## config.mk

```make
export PLATFORM = sky130hd
export DESIGN_NAME = hazard_sequencer
export DESIGN_NICKNAME = d
export VERILOG_FILES = /design/src/rtl/hazard_pkg.sv /design/src/rtl/load_use_detect.sv /design/src/rtl/hazard_sequencer.sv
export SDC_FILE = /design/constraint.sdc
export NUM_CORES = 1
export LEC_CHECK = 0
export ABC_AREA = 1
export CAP_MARGIN = 20
export CELL_PAD_IN_SITES_DETAIL_PLACEMENT = 1
export CELL_PAD_IN_SITES_GLOBAL_PLACEMENT = 1
export CORE_UTILIZATION = 33
export CTS_CLUSTER_DIAMETER = 80
export DETAILED_ROUTE_END_ITERATION = 8
export GPL_ROUTABILITY_DRIVEN = 0
export PLACE_DENSITY_LB_ADDON = 0.1
export SLEW_MARGIN = 20
export SYNTH_ARGS = -nofsm -noshare
export SYNTH_HDL_FRONTEND = slang
export SYNTH_HIERARCHICAL = 1
export SYNTH_SLANG_ARGS = --single-unit
```

## constraint.sdc

```tcl
create_clock -name clk -period 1.95 [get_ports clk]
set_input_delay 0.195 -clock clk [delete_from_list [all_inputs] [get_ports clk]]
set_output_delay 0.195 -clock clk [all_outputs]
set_load 0.01 [all_outputs]
```

## src/rtl/hazard_pkg.sv

```systemverilog
// Shared types and constants for the pipeline hazard sequencer.
package hazard_pkg;
  localparam int REG_W    = 5;
  localparam int REG_ZERO = 0;

  typedef enum logic [1:0] {
    RUN,
    MEM_WAIT,
    MD_WAIT
  } state_t;
endpackage

```

## src/rtl/load_use_detect.sv

```systemverilog
// Load-use hazard comparator: flags an ID source that needs the load result now in EX.
// Purely combinational, zero latency; r0 never creates a dependency.
module load_use_detect #(
  parameter int REG_W = hazard_pkg::REG_W
) (
  input  logic             idex_memread,
  input  logic [REG_W-1:0] idex_rd,
  input  logic [REG_W-1:0] ifid_rn,
  input  logic [REG_W-1:0] ifid_rm,
  output logic             hit
);
  import hazard_pkg::*;

  assign hit = idex_memread && (idex_rd != REG_W'(REG_ZERO))
               && ((idex_rd == ifid_rn) || (idex_rd == ifid_rm));
endmodule

```

## src/rtl/hazard_sequencer.sv

```systemverilog
// Hazard arbiter for the 5-stage core: memory wait > mul/div > branch flush > load-use.
// Outputs are combinational from registered state and current inputs (same-cycle effect).
module hazard_sequencer #(
  parameter int MULDIV_LAT = 4,
  parameter int CNT_W      = 16,
  parameter int REG_W      = hazard_pkg::REG_W
) (
  input  logic             clk,
  input  logic             reset_n,
  input  logic             idex_memread,
  input  logic [REG_W-1:0] idex_rd,
  input  logic [REG_W-1:0] ifid_rn,
  input  logic [REG_W-1:0] ifid_rm,
  input  logic             ex_branch_taken,
  input  logic             idex_muldiv,
  input  logic             exmem_memreq,
  input  logic             dmem_ready,
  output logic             pc_we,
  output logic             ifid_we,
  output logic             idex_we,
  output logic             exmem_we,
  output logic             ifid_flush,
  output logic             idex_flush,
  output logic             exmem_bubble,
  output logic             memwb_bubble,
  output logic             muldiv_busy,
  output logic [CNT_W-1:0] stall_count
);
  import hazard_pkg::*;

  state_t     state, nextState;
  logic [3:0] mdCnt, nextMdCnt;
  logic       mdAck, nextMdAck;
  logic       loadUse, memStall, mdStart;

  load_use_detect #(.REG_W(REG_W)) uLoadUse (
    .idex_memread (idex_memread),
    .idex_rd      (idex_rd),
    .ifid_rn      (ifid_rn),
    .ifid_rm      (ifid_rm),
    .hit          (loadUse)
  );

  assign memStall = exmem_memreq && !dmem_ready;
  assign mdStart  = idex_muldiv && !mdAck && (MULDIV_LAT > 1);

  always_comb begin
    pc_we        = 1'b1;
    ifid_we      = 1'b1;
    idex_we      = 1'b1;
    exmem_we     = 1'b1;
    ifid_flush   = 1'b0;
    idex_flush   = 1'b0;
    exmem_bubble = 1'b0;
    memwb_bubble = 1'b0;
    muldiv_busy  = 1'b0;
    nextState    = state;
    nextMdCnt    = mdCnt;
    nextMdAck    = mdAck;

    case (state)
      MD_WAIT: begin
        muldiv_busy = 1'b1;
        if (memStall) begin
          // Memory freeze outranks the mul/div countdown, which holds its place.
          {pc_we, ifid_we, idex_we, exmem_we} = 4'b0000;
          memwb_bubble = 1'b1;
        end else begin
          {pc_we, ifid_we, idex_we} = 3'b000;
          exmem_bubble = 1'b1;
          if (mdCnt == 4'd0) begin
            nextMdAck = 1'b1;
            nextState = RUN;
          end else begin
            nextMdCnt = mdCnt - 4'd1;
          end
        end
      end
      default: begin
        if ((state == MEM_WAIT) ? !dmem_ready : memStall) begin
          {pc_we, ifid_we, idex_we, exmem_we} = 4'b0000;
          memwb_bubble = 1'b1;
          nextState    = MEM_WAIT;
          if (state == RUN) nextMdAck = 1'b0;
        end else begin
          nextState = RUN;
          if (mdStart) begin
            {pc_we, ifid_we, idex_we} = 3'b000;
            exmem_bubble = 1'b1;
            muldiv_busy  = 1'b1;
            if (MULDIV_LAT >= 3) begin
              nextMdCnt = 4'(MULDIV_LAT - 3);
              nextState = MD_WAIT;
            end else begin
              nextMdAck = 1'b1;
            end
          end else begin
            // Ack only needs to cover the cycle in which the finished op leaves EX.
            nextMdAck = 1'b0;
            if (ex_branch_taken) begin
              ifid_flush = 1'b1;
              idex_flush = 1'b1;
            end else if (loadUse) begin
              pc_we      = 1'b0;
              ifid_we    = 1'b0;
              idex_flush = 1'b1;
            end
          end
        end
      end
    endcase

    if (!reset_n) begin
      {pc_we, ifid_we, idex_we, exmem_we} = 4'b0000;
      ifid_flush   = 1'b1;
      idex_flush   = 1'b1;
      exmem_bubble = 1'b0;
      memwb_bubble = 1'b0;
      muldiv_busy  = 1'b0;
    end
  end

  always_ff @(posedge clk or negedge reset_n) begin
    if (!reset_n) begin
      state       <= RUN;
      mdCnt       <= '0;
      mdAck       <= 1'b0;
      stall_count <= '0;
    end else begin
      state <= nextState;
      mdCnt <= nextMdCnt;
      mdAck <= nextMdAck;
      if (!pc_we && (stall_count != {CNT_W{1'b1}})) stall_count <= stall_count + CNT_W'(1);
    end
  end
endmodule
```

Yosys cells after proc, flatten, opt, wreduce, memory -nomap -nowiden
Index checks and enable logic that the tools add are counted.
Storage, ports and cells
  input port bits: 22
  memories: 0
  flip-flop bits (word level): 23
  logic and storage cells: 85
  latch bits: 0
  RAM bits: 0
  memory bits (read-only): 0
  output and inout bits: 25
Cells by class
  $mul: 0
  eq/ne operators: 11
  $lt $le $gt $ge: 0
  reduce and logical (&&, ||, !) cells: 16
  shift operators: 0
  divide/modulo/power cells: 0
  $add $sub $neg: 2
  bitwise operators: 0
  multiplexer cells: 52
Operators by type and width (count)
  1-bit 2-to-1 mux: 42
  4-bit 2-to-1 mux: 5
  16-bit by 1-bit adder with 16-bit output, second input constant: 1
  16-bit != test, second input constant: 1
  5-bit == test: 2
  2-bit 2-to-1 mux: 5
  4-bit AND reduction: 2
  2-bit != test, second input constant: 3
  3-bit by 1-bit != test with 1-bit output, second input constant: 2
  1-bit logical AND: 5
  5-bit nonzero test: 1
  4-bit zero test: 1
  4-bit by 1-bit subtractor with 4-bit output, second input constant: 1
  1-bit zero test: 3
  2-bit by 1-bit == test with 1-bit output, second input constant: 1
  2-bit == test, second input constant: 1
  2-bit zero test: 1
  2-bit by 1-bit != test with 1-bit output, second input constant: 1
  2-bit AND reduction: 1
  2-bit nonzero test: 1
  1-bit logical OR: 1

Logic depth before layout (Yosys ltp)
  depth in word-level cells: 11
  mapped depth: 13
  depth with buffers taken out: 12

By module
Netlist, hierarchy kept.
By module, submodules not included
  hazard_sequencer: sequential area each 575.6 µm², instances 1, area each 1520.2 µm², cells an instance 209
  load_use_detect: sequential area each 0.0 µm², instances 1, area each 195.2 µm², cells an instance 45

Worst setup path before layout
No wires, ideal clock.
  path kind: register to register
  start: register stall_count[0]
  end: register stall_count[11]
  slack: 0.435 ns
  data required time: 1.834 ns
  arrival time: 1.399 ns
  path buffers: 1
  clock period less this slack: 1.515 ns
  library setup time: 0.116 ns
  cell stages (with the launch flop): 12
  cell sequence: dfrtp_1 -> ha_1 -> nand3_2 -> inv_2 -> nand2_4 -> nor2_4 -> nand2_4 -> nand2_8 -> inv_4 -> buf_6 -> nand2_1 -> nand2_1
Between the ends
  longest elaborated chain between the ends: 2
  elaborated cells between the ends (all ways): 3
  classes of those cells: add/sub: 1; eq/ne: 1; reduce/logical: 1
RTL lines
  from (decl): line hazard_sequencer.sv:27  | output logic [CNT_W-1:0] stall_count
  from (signal assigned): line hazard_sequencer.sv:133  | if (!pc_we && (stall_count != {CNT_W{1'b1}})) stall_count <= stall_count + CNT_W'(1);
  branches (longest 2 deep; another with 16-bit by 1-bit adder with 16-bit output)
Several ways; the timed one is not identified.
A chain may end at the register's enable or synchronous reset.

Worst setup path in the final report
  start: input port dmem_ready
  end: output port ifid_flush
Between the ends
  longest elaborated chain between the ends: 6
RTL lines
  from (decl): line hazard_sequencer.sv:17  | input logic dmem_ready,
  1-bit zero test *: line hazard_sequencer.sv:44, hazard_sequencer.sv:80
  1-bit logical AND: line hazard_sequencer.sv:44  | assign memStall = exmem_memreq && !dmem_ready;
  1-bit 2-to-1 mux * (2 in series): line hazard_sequencer.sv:80  | if ((state == MEM_WAIT) ? !dmem_ready : memStall) begin
  1-bit 2-to-1 mux *: line hazard_sequencer.sv:61  | case (state)
  1-bit 2-to-1 mux *: line hazard_sequencer.sv:113  | if (!reset_n) begin
  to (decl): line hazard_sequencer.sv:22  | output logic ifid_flush,
Every way passes the cells marked *; elsewhere a longest branch is shown, timed or not.

==> metrics.cfg <==
[critical_path]
path_max_fanout=3
slowest_delay_ns=0.51
cp-start-kind=input port
critPathArrivalTime_ns=1.59
cp_common_cell=nand2_1
path_cells=clkdlybuf4s50_1 -> inv_1 -> nand2_2 -> nand2_1 -> nand2_1 -> nand2_1 -> o21ai_2 -> buf_4 -> dlygate4sd2_1
cp-end-kind=output port
critical_path.top_delay_family=buffers and inverters
worst-path-buf-inv=4
path_class=in2out
required_ns=1.75
slowest_stage=clkdlybuf4s50_1

[cts]
clk_pin_slew_ns=0.08
numCtsBuffers=3
cts.sinks=23
cts_buffer_depth=2
cts_tree=yes
ctsRootBufferMaster=clkbuf_8
clk_latency_ns=0.27
htreeDepth=1

[floorplan]
num_rows=25
io_pins=47
dieArea_um2=5490
core_um2=4850
start_util_pct=35.4
die_x_um=74.1
fp.dieH_um=74.1

[logic_synthesis]
syn_inst=254
syn_area_um2=1720
synth_cell_types=27
synth_area_leaders=dfrtp_1 34%, nand2_1 22%, xnor2_1 6.1%, inv_1 5.9%, nand3_1 5.3%
syn_area_per_cell_um2=6.75
synth_enable_flop_cells=0
synthTopCellsByCount=101 x nand2_1, 27 x inv_1, 24 x nor2_1
synth_most_common_cell=nand2_1
syn_nets=279
yosys.area.top_type=dfrtp_1
synth_warnings=6
synthFlopType=dfrtp_1
postSynth.asyncResetShare_pct=100
synth_top_area_share_pct=33.6
synth-seq-cells=23
yosysSeqAreaShare_pct=33.6

[drt]
vias=1741
drt_wl_total_um=4380
first_pass_iters=4
drc=0
viasPerCell=4.58
wire_per_inst_um=11.5
antenna_left=0
drtIter0Drc=44

[outcome]
status=completed

[placement]
io_buffers=46
pre_cts_ws_ns=-0.240
hpwl_um=3590
place_inst=376
placed_area_um2=2320

[layout]
drive_above_1_share_pct=13.4
fin_area_um2=2360
area_delta_synth_final_pct=37.5
fillers=634
regArea_um2=576
multi_input_area_um2=981
nets=339
insertedDiodeCount=0
fin_cells=380
utilization_pct=48.6

[timing]
slew_violations=0
slew_headroom_pct=83.8
whs_ns=0.372
layout_setup_ws_ns=0.169
period_minus_slack_ns=1.78
finClkSkew_ns=0.00198
totalNegativeSetupSlack_ns=0
hold_viol=0
fmax_mhz=562
finalSetupViolCount=0
rsz0062_at_grt=no
min_period_over_period_pct=91.3
worstMarginPinSlew_ns=0.242

[power]
leakage_nw=1.24
power_mw=2.30
peakVddDrop_mv=0.377
power.density_nw_per_um2=974

[job]
drv_cap=0

[global_route]
grt_max_degree=20
grt_overflow=0
grt_usage_pct=17.8
first_global_vias=1761
grt_pass1_wl_um=7650
grt_antenna_before_repair=0

[min_path]
hold_path_class=in2async

==> timing repair <==
action                                 4_1_cts  5_1_grt
setup endpoints to repair                    8       18
pin swaps                                    0        1
hold buffers                                 0        0
setup buffers                                0        0
endpoints found under the hold margin        0        0
gates resized for setup                     13       14
==> flip-flops by register name, summed over array words and instances, names as in the netlist <==
signal,cells
stall_count,16
mdCnt,4
mdAck,1
state,2
==> per-layer routing <==
layer / global-route usage, % / part of all wire [%] / vias to the layer above
met4: 2.99 / 0.46 / 0
li1: - / - / 902
met2: 31.7 / 49 / 24
met1: 22.8 / 48 / 813
met5: 0 / 0 / -
met3: 2.85 / 2.7 / 2
==> area by class of cell <==
class                           count  area share, %
Clock buffer                        3           1.75
Clock inverter                      1          0.212
Inverter                           36           5.84
Multi-Input combinational cell    192           41.6
Sequential cell                    23           24.4
Tap cell                           67           3.55
Timing Repair Buffer               58           22.7
==> placed cells by master, fill, tap and decap left out, types with 2 or more instances in the layout <==
cell type and count:
nor3_1 2, nor2_1 24, nor2_4 2, dlygate4sd2_1 7
nand4_1 4, o21ai_0 7, nand2_4 2, buf_4 12
xnor2_1 12, o21ai_1 2, inv_1 27, xor2_1 3
clkdlybuf4s50_1 32, inv_2 8, clkbuf_8 3, ha_1 3
clkbuf_2 3, dlymetal6s2s_1 3, nand2_2 4, nand3_1 18
dfrtp_1 23, nand2_1 99
==> kinds of logic (layout without fill, tap and decap cells) <==
kind of cell | Yosys count | after routing | share of synthesized area, %
buffers and inverters | 39 | 98 | 9.77
AOI/OAI and AO/OA | 13 | 13 | 4.16
DFF | 23 | 23 | 33.6
xor gates and xnor gates | 15 | 15 | 7.66
and+or+nand+nor | 161 | 161 | 42.7
adders and majority gates | 3 | 3 | 2.19
==> power breakdown <==
| part | internal [mW] | switching [mW] |
|---|---|---|
| registers | 0.618 | 0.156 |
| clock network | 0.143 | 0.163 |
| logic | 0.558 | 0.659 |
| total | 1.32 | 0.978 |
==> final timing paths <==
kind	startpoint	to	slack [ns]	cells past startpoint
setup / recovery	dmem_ready	ifid_flush	0.17	9
hold / removal	reset_n	stall_count[12]	0.37	2
setup reg to reg	stall_count[1]	stall_count[10]	0.36	10
hold reg to reg	mdCnt[0]	mdCnt[0]	0.50	1
max in group asynchronous	reset_n	stall_count[6]	1.34	2
min in group clk	mdCnt[0]	mdCnt[0]	0.50	1
Note: power is estimated with default switching activity, not from simulation.
